--- config.mk ---
export PLATFORM = sky130hd
export DESIGN_NAME = io_uart_tx
export DESIGN_NICKNAME = d
export VERILOG_FILES = /design/src/rtl/io_uart_tx.sv
export SDC_FILE = /design/constraint.sdc
export NUM_CORES = 1
export LEC_CHECK = 0
export BUFFER_PORTS_ARGS = -buffer_cell sky130_fd_sc_hd__buf_4
export CAP_MARGIN = 20
export CORE_UTILIZATION = 39
export DETAILED_ROUTE_END_ITERATION = 7
export PLACE_DENSITY_LB_ADDON = 0.12
export SLEW_MARGIN = 20
export SYNTH_ARGS = -nofsm -noshare
export SYNTH_HDL_FRONTEND = slang
export SYNTH_SLANG_ARGS = --single-unit
--- constraint.sdc ---
create_clock -name sys_clk_i -period 2.88 [get_ports sys_clk_i]
set_clock_uncertainty 0.05 [all_clocks]
set_input_delay 0 -clock sys_clk_i [delete_from_list [all_inputs] [get_ports sys_clk_i]]
set_output_delay 0 -clock sys_clk_i [all_outputs]
set_load 0.1 [all_outputs]
--- src/rtl/io_uart_tx.sv ---
// Memory-mapped 8N1 UART transmitter for the j1 io bus: a small byte FIFO
// fed by CPU writes, drained by a bit-timing FSM onto uart_tx.
module io_uart_tx #(
    parameter logic [15:0] BASE      = 16'h0000,
    parameter int          FIFO_AW   = 3,
    parameter logic [15:0] DIV_RESET = 16'd433
) (
    input  logic        sys_clk_i,
    input  logic        sys_rst_n_i,
    input  logic        io_rd,
    input  logic        io_wr,
    input  logic [15:0] io_addr,
    input  logic [15:0] io_dout,
    output logic [15:0] io_din,
    output logic        uart_tx
);

    localparam int DEPTH = 1 << FIFO_AW;
    localparam logic [FIFO_AW:0] DEPTH_C = (FIFO_AW + 1)'(DEPTH);

    typedef enum logic [1:0] {
        S_IDLE,
        S_START,
        S_DATA,
        S_STOP
    } state_t;

    // Register block and FIFO state
    logic [15:0]        r_div;
    logic               r_ovf;
    logic [7:0]         r_mem [DEPTH];
    logic [FIFO_AW-1:0] r_wptr;
    logic [FIFO_AW-1:0] r_rptr;
    logic [FIFO_AW:0]   r_count;

    // Transmit FSM state
    state_t             r_state;
    logic [15:0]        r_cnt;
    logic [2:0]         r_bit;
    logic [7:0]         r_shift;
    logic               r_tx;

    logic               w_sel;
    logic [1:0]         w_off;
    logic               w_full;
    logic               w_empty;
    logic               w_busy;
    logic               w_pop;
    logic               w_push_req;
    logic               w_push;
    logic               w_wr_div;
    logic               w_wr_stat;

    assign w_sel      = (io_addr[15:2] == BASE[15:2]);
    assign w_off      = io_addr[1:0];
    assign w_full     = (r_count == DEPTH_C);
    assign w_empty    = (r_count == '0);
    assign w_busy     = (r_state != S_IDLE);
    assign w_pop      = (r_state == S_IDLE) && !w_empty;
    assign w_push_req = io_wr && w_sel && (w_off == 2'd0);
    // A pop in the same cycle frees a slot, so a push into a full FIFO still lands.
    assign w_push     = w_push_req && (!w_full || w_pop);
    assign w_wr_div   = io_wr && w_sel && (w_off == 2'd1);
    assign w_wr_stat  = io_wr && w_sel && (w_off == 2'd2);

    always_ff @(posedge sys_clk_i) begin
        if (!sys_rst_n_i) begin
            r_wptr  <= '0;
            r_rptr  <= '0;
            r_count <= '0;
            r_ovf   <= 1'b0;
            r_div   <= DIV_RESET;
        end else begin
            if (w_push) begin
                r_wptr <= r_wptr + 1'b1;
            end
            if (w_pop) begin
                r_rptr <= r_rptr + 1'b1;
            end
            case ({w_push, w_pop})
                2'b10:   r_count <= r_count + 1'b1;
                2'b01:   r_count <= r_count - 1'b1;
                default: r_count <= r_count;
            endcase
            if (w_wr_div) begin
                r_div <= io_dout;
            end
            if (w_push_req && !w_push) begin
                r_ovf <= 1'b1;
            end else if (w_wr_stat && io_dout[3]) begin
                r_ovf <= 1'b0;
            end
        end
    end

    always_ff @(posedge sys_clk_i) begin
        if (w_push) begin
            r_mem[r_wptr] <= io_dout[7:0];
        end
    end

    // Bit timing: r_cnt is loaded with DIV at every bit start, so a bit spans DIV+1 clocks
    always_ff @(posedge sys_clk_i) begin
        if (!sys_rst_n_i) begin
            r_state <= S_IDLE;
            r_tx    <= 1'b1;
            r_cnt   <= '0;
            r_bit   <= '0;
        end else begin
            case (r_state)
                S_IDLE: begin
                    r_tx <= 1'b1;
                    if (w_pop) begin
                        r_shift <= r_mem[r_rptr];
                        r_cnt   <= r_div;
                        r_tx    <= 1'b0;
                        r_state <= S_START;
                    end
                end
                S_START: begin
                    if (r_cnt == '0) begin
                        r_cnt   <= r_div;
                        r_bit   <= '0;
                        r_tx    <= r_shift[0];
                        r_state <= S_DATA;
                    end else begin
                        r_cnt <= r_cnt - 16'd1;
                    end
                end
                S_DATA: begin
                    if (r_cnt == '0) begin
                        r_cnt <= r_div;
                        if (r_bit == 3'd7) begin
                            r_tx    <= 1'b1;
                            r_state <= S_STOP;
                        end else begin
                            r_shift <= {1'b0, r_shift[7:1]};
                            r_tx    <= r_shift[1];
                            r_bit   <= r_bit + 3'd1;
                        end
                    end else begin
                        r_cnt <= r_cnt - 16'd1;
                    end
                end
                S_STOP: begin
                    if (r_cnt == '0) begin
                        r_state <= S_IDLE;
                    end else begin
                        r_cnt <= r_cnt - 16'd1;
                    end
                end
                default: begin
                    r_state <= S_IDLE;
                    r_tx    <= 1'b1;
                end
            endcase
        end
    end

    assign uart_tx = r_tx;

    always_comb begin
        io_din = 16'h0000;
        if (io_rd && w_sel) begin
            case (w_off)
                2'd1:    io_din = r_div;
                2'd2:    io_din = {12'b0, r_ovf, w_empty, w_full, w_busy};
                default: io_din = 16'h0000;
            endcase
        end
    end

endmodule

==> metrics.md <==
| Metric | Value |
|---|---|
| Area occupied by multi-input gates | `2570 sq um` |
| CTS buffer count | `17` |
| Crit path largest cell delay | `0.50 ns` |
| Switch Pwr | `2.37 mW` |
| Minimum clock period | `2.53 ns` |
| CP Class | `flop to flop` |
| TritonRoute pass-1 iters | `5` |
| Drt total wl | `14,700 microns` |
| Gr usage total | `0.197` |
| First-pass GRT wire length | `23,700 microns` |
| Final Hold Fails | `0` |
| Initial antenna violation count | `0` |
| Core region area | `15,100 sq um` |
| Bufs and invs on worst path | `2` |
| Ordered cell list for the critical path | `inv_1 > ha_1 > nor4b_2 > and2_2 > and2_4 > a21oi_2 > buf_4 > o21ai_0 > a21oi_1` |
| Nets | `657` |
| Async SR Flop Fraction | `0` |
| Num ports | `53` |
| Final GP Congestion | `0.848` |
| Logic gate share of total power | `0.358` |
| Fin. max-slew vios | `0` |
| Largest delay share family, worst path | `compound AO/OA/AOI/OAI gates` |
| Synth top area share | `0.357` |
| Via count | `4,404` |
| Fin crit share | `0.879` |
| Post-DRT Antenna Nets | `0` |
| Leakage | `2.62 nW` |
| Main synth FF type | `edfxtp_1` |
| Die area | `16,000 sq um` |
| Top cells by area, synth | `edfxtp_1, dfxtp_1, mux4_2` |
| Fmax | `395 MHz` |
| DP HPWL | `10000 microns` |
| Max Root-Sink Buffers | `2` |
| Top-count cell post-synth | `edfxtp_1` |
| Outcome | `finished, final reports clean` |
| Number of hold buffers added after CTS | `18` |
| Die Y | `127 microns` |
| Post-CTS sizing | `0` |
| Antenna diodes | `0` |
| Yosys cell types | `68` |
| Remaining DRCs | `0` |
| WP data arrival | `2.83 ns` |
| Clock power share | `0.297` |
| Share of cells above drive strength 1 | `0.217` |
| Req. time, crit path | `3.18 ns` |
| Largest net degree at the start of global routing | `59` |
| Total gr overflow | `0` |
| DR WL/cell | `18.1 microns` |
| Max VDD drop | `540 uV` |
| Final std cells w/o fill | `809` |
| Site Rows | `45` |
| CTS clock-pin slew for the worst setup and hold paths | `0.06 ns` |
| IO buf count | `52` |
| Post-CTS Setup Bufs | `0` |
| Cell-internal power | `4.18 mW` |
| Mapped Area | `6050 sq um` |
| Slew @ Worst Pin | `0.704 ns` |
| Critical path capture point type | `flop` |
| Avg Inst Size Synth | `11.3 sq um` |
| Sw frac | `0.361` |
| Synth Instances | `535` |
| Slowest stage cell, crit path | `a21oi_2` |
| Vias/cell | `5.44` |
| Number of instances in the placed design | `759` |
| RSZ-0062 raised after global routing | `no` |
| TritonCTS clock tree | `done` |
| Clk root buf | `clkbuf_16` |
| Post-synth EDFFs | `72` |
| H-tree Lvls | `4` |
| Clock Sinks | `124` |
| Initial drt markers | `236` |
| Starting density of the core | `0.399` |
| TNS Setup | `0 ns` |
| Ys Warns | `0` |
| Sequential share of power | `0.346` |
| Clk_lat worst skew | `0.42 ns` |
| Width of the die | `127 microns` |
| Post-synth net total | `584` |
| Vias in the first global route | `4,338` |
| Fillers | `1,366` |
| Top cell type by total area after synthesis | `edfxtp_1` |
| Part of the Yosys area used for sequential elements | `0.530` |
| Pwr Density | `895 nW/um^2` |
| #FFs+latches synth | `124` |
| Most common library cells after synthesis | `edfxtp_1, dfxtp_1, nand2_1, nand3_1, o21ai_0` |
| FF-to-FF setup slack | `0.35 ns` |
| Total of max-cap violations | `0` |
| Final setup fails | `0` |
| Min-Delay Path Class | `primary input to flop` |
| Worst Setup SP | `r_cnt[0]` |
| Min-delay src | `io_addr[1]` |
| Max Fanout on Critical Path | `14` |
| Relative slew slack | `0.530` |
| Area growth, synth to finish | `21.0%` |
| R2R Path Start | `r_cnt[0]` |
| Worst Setup Start Kind | `flop` |
| Sequential cell area | `3200 sq um` |
[worst reg2reg max path, cell delays in order (launching register included)]
cell	delay, ns
dfxtp_1	0.41
inv_1	0.07
ha_1	0.31
nor4b_2	0.22
and2_2	0.25
and2_4	0.17
a21oi_2	0.50
buf_4	0.26
o21ai_0	0.09
a21oi_1	0.15
[power groups by stage]
stage / clock network [mW] / registers [mW] / logic [mW]
6_report: 1.94 / 2.27 / 2.34
5_1_grt: 2.06 / 2.29 / 2.60
4_1_cts: 1.98 / 2.26 / 2.35
3_5_place_dp: 0 / 2.29 / 2.32
3_3_place_gp: 0 / 2.29 / 2.31
2_1_floorplan: 0 / 2.26 / 1.87
[placed cells by master, fill, tap and decap left out, types with 10 or more instances in the layout]
cell / count
nor2_1: 31
mux4_2: 16
o21ai_0: 33
inv_1: 10
dfxtp_1: 52
buf_4: 74
xnor2_1: 10
nand3_1: 35
and2_1: 21
nand2_1: 43
clkbuf_16: 17
dlygate4sd3_1: 18
a21boi_0: 13
a21oi_1: 20
ha_1: 13
edfxtp_1: 72
mux2i_1: 13
[through the flow]
step / total power [mW] / area, sq um / hold slack [ns] / setup slack (ns) / utilization
finish: 6.55 / 7320 / 0.114 / 0.347 / 0.483
global route: 6.94 / 7320 / 0.145 / 0.181 / 0.483
CTS: 6.59 / 7320 / 0.101 / 0.374 / 0.483
detailed placement: 4.62 / 6610 / 0.193 / 0.393 / 0.436
global placement: 4.60 / 6610 / 0.198 / 0.485 / 0.436
floorplan: 4.13 / 6050 / 0.0489 / 0.295 / -
[final timing paths]
path                                   to  depth (start not counted)
worst max-delay path            r_cnt[12]                          9
worst max register to register  r_cnt[12]                          9
worst min-delay path                r_ovf                          5
worst min register to register    uart_tx                          2
[state kept, by name (all words and copies together), names as in the netlist, named ones only]
name,count
r_bit,3
r_cnt,16
r_count,4
r_div,16
r_mem,64
r_ovf,1
r_rptr,3
r_shift,8
r_state,2
r_wptr,3
uart_tx,1
[metal layers]
metal | GRT usage | vias up | part of all wire
met1 | 0.262 | 2151 | 0.48
met2 | 0.317 | 100 | 0.47
met4 | 0.0858 | 0 | 0.023
met5 | 0 | - | 0
met3 | 0.0371 | 21 | 0.030
li1 | - | 2132 | -
[area by class of cell]
| class | instances | share of cell area |
|---|---|---|
| sequential | 124 | 0.438 |
| timing repair buffer | 92 | 0.101 |
| tap | 188 | 0.0321 |
| inverter | 11 | 0.00564 |
| clock inverter | 12 | 0.0120 |
| clock buffer | 20 | 0.0610 |
| multi-input combinational | 362 | 0.351 |
[cell families after synthesis]
logic type / count (synthesis) / share of synthesized area
AO/OA/AOI/OAI: 110 / 0.119
XOR/XNOR: 18 / 0.0261
adder cells (fa/ha/maj): 13 / 0.0269
buffers and inverters: 49 / 0.0455
flip-flops: 124 / 0.530
multiplexers: 31 / 0.0854
AND/OR/NAND/NOR: 190 / 0.167
Power figures use the tool's default switching activity.
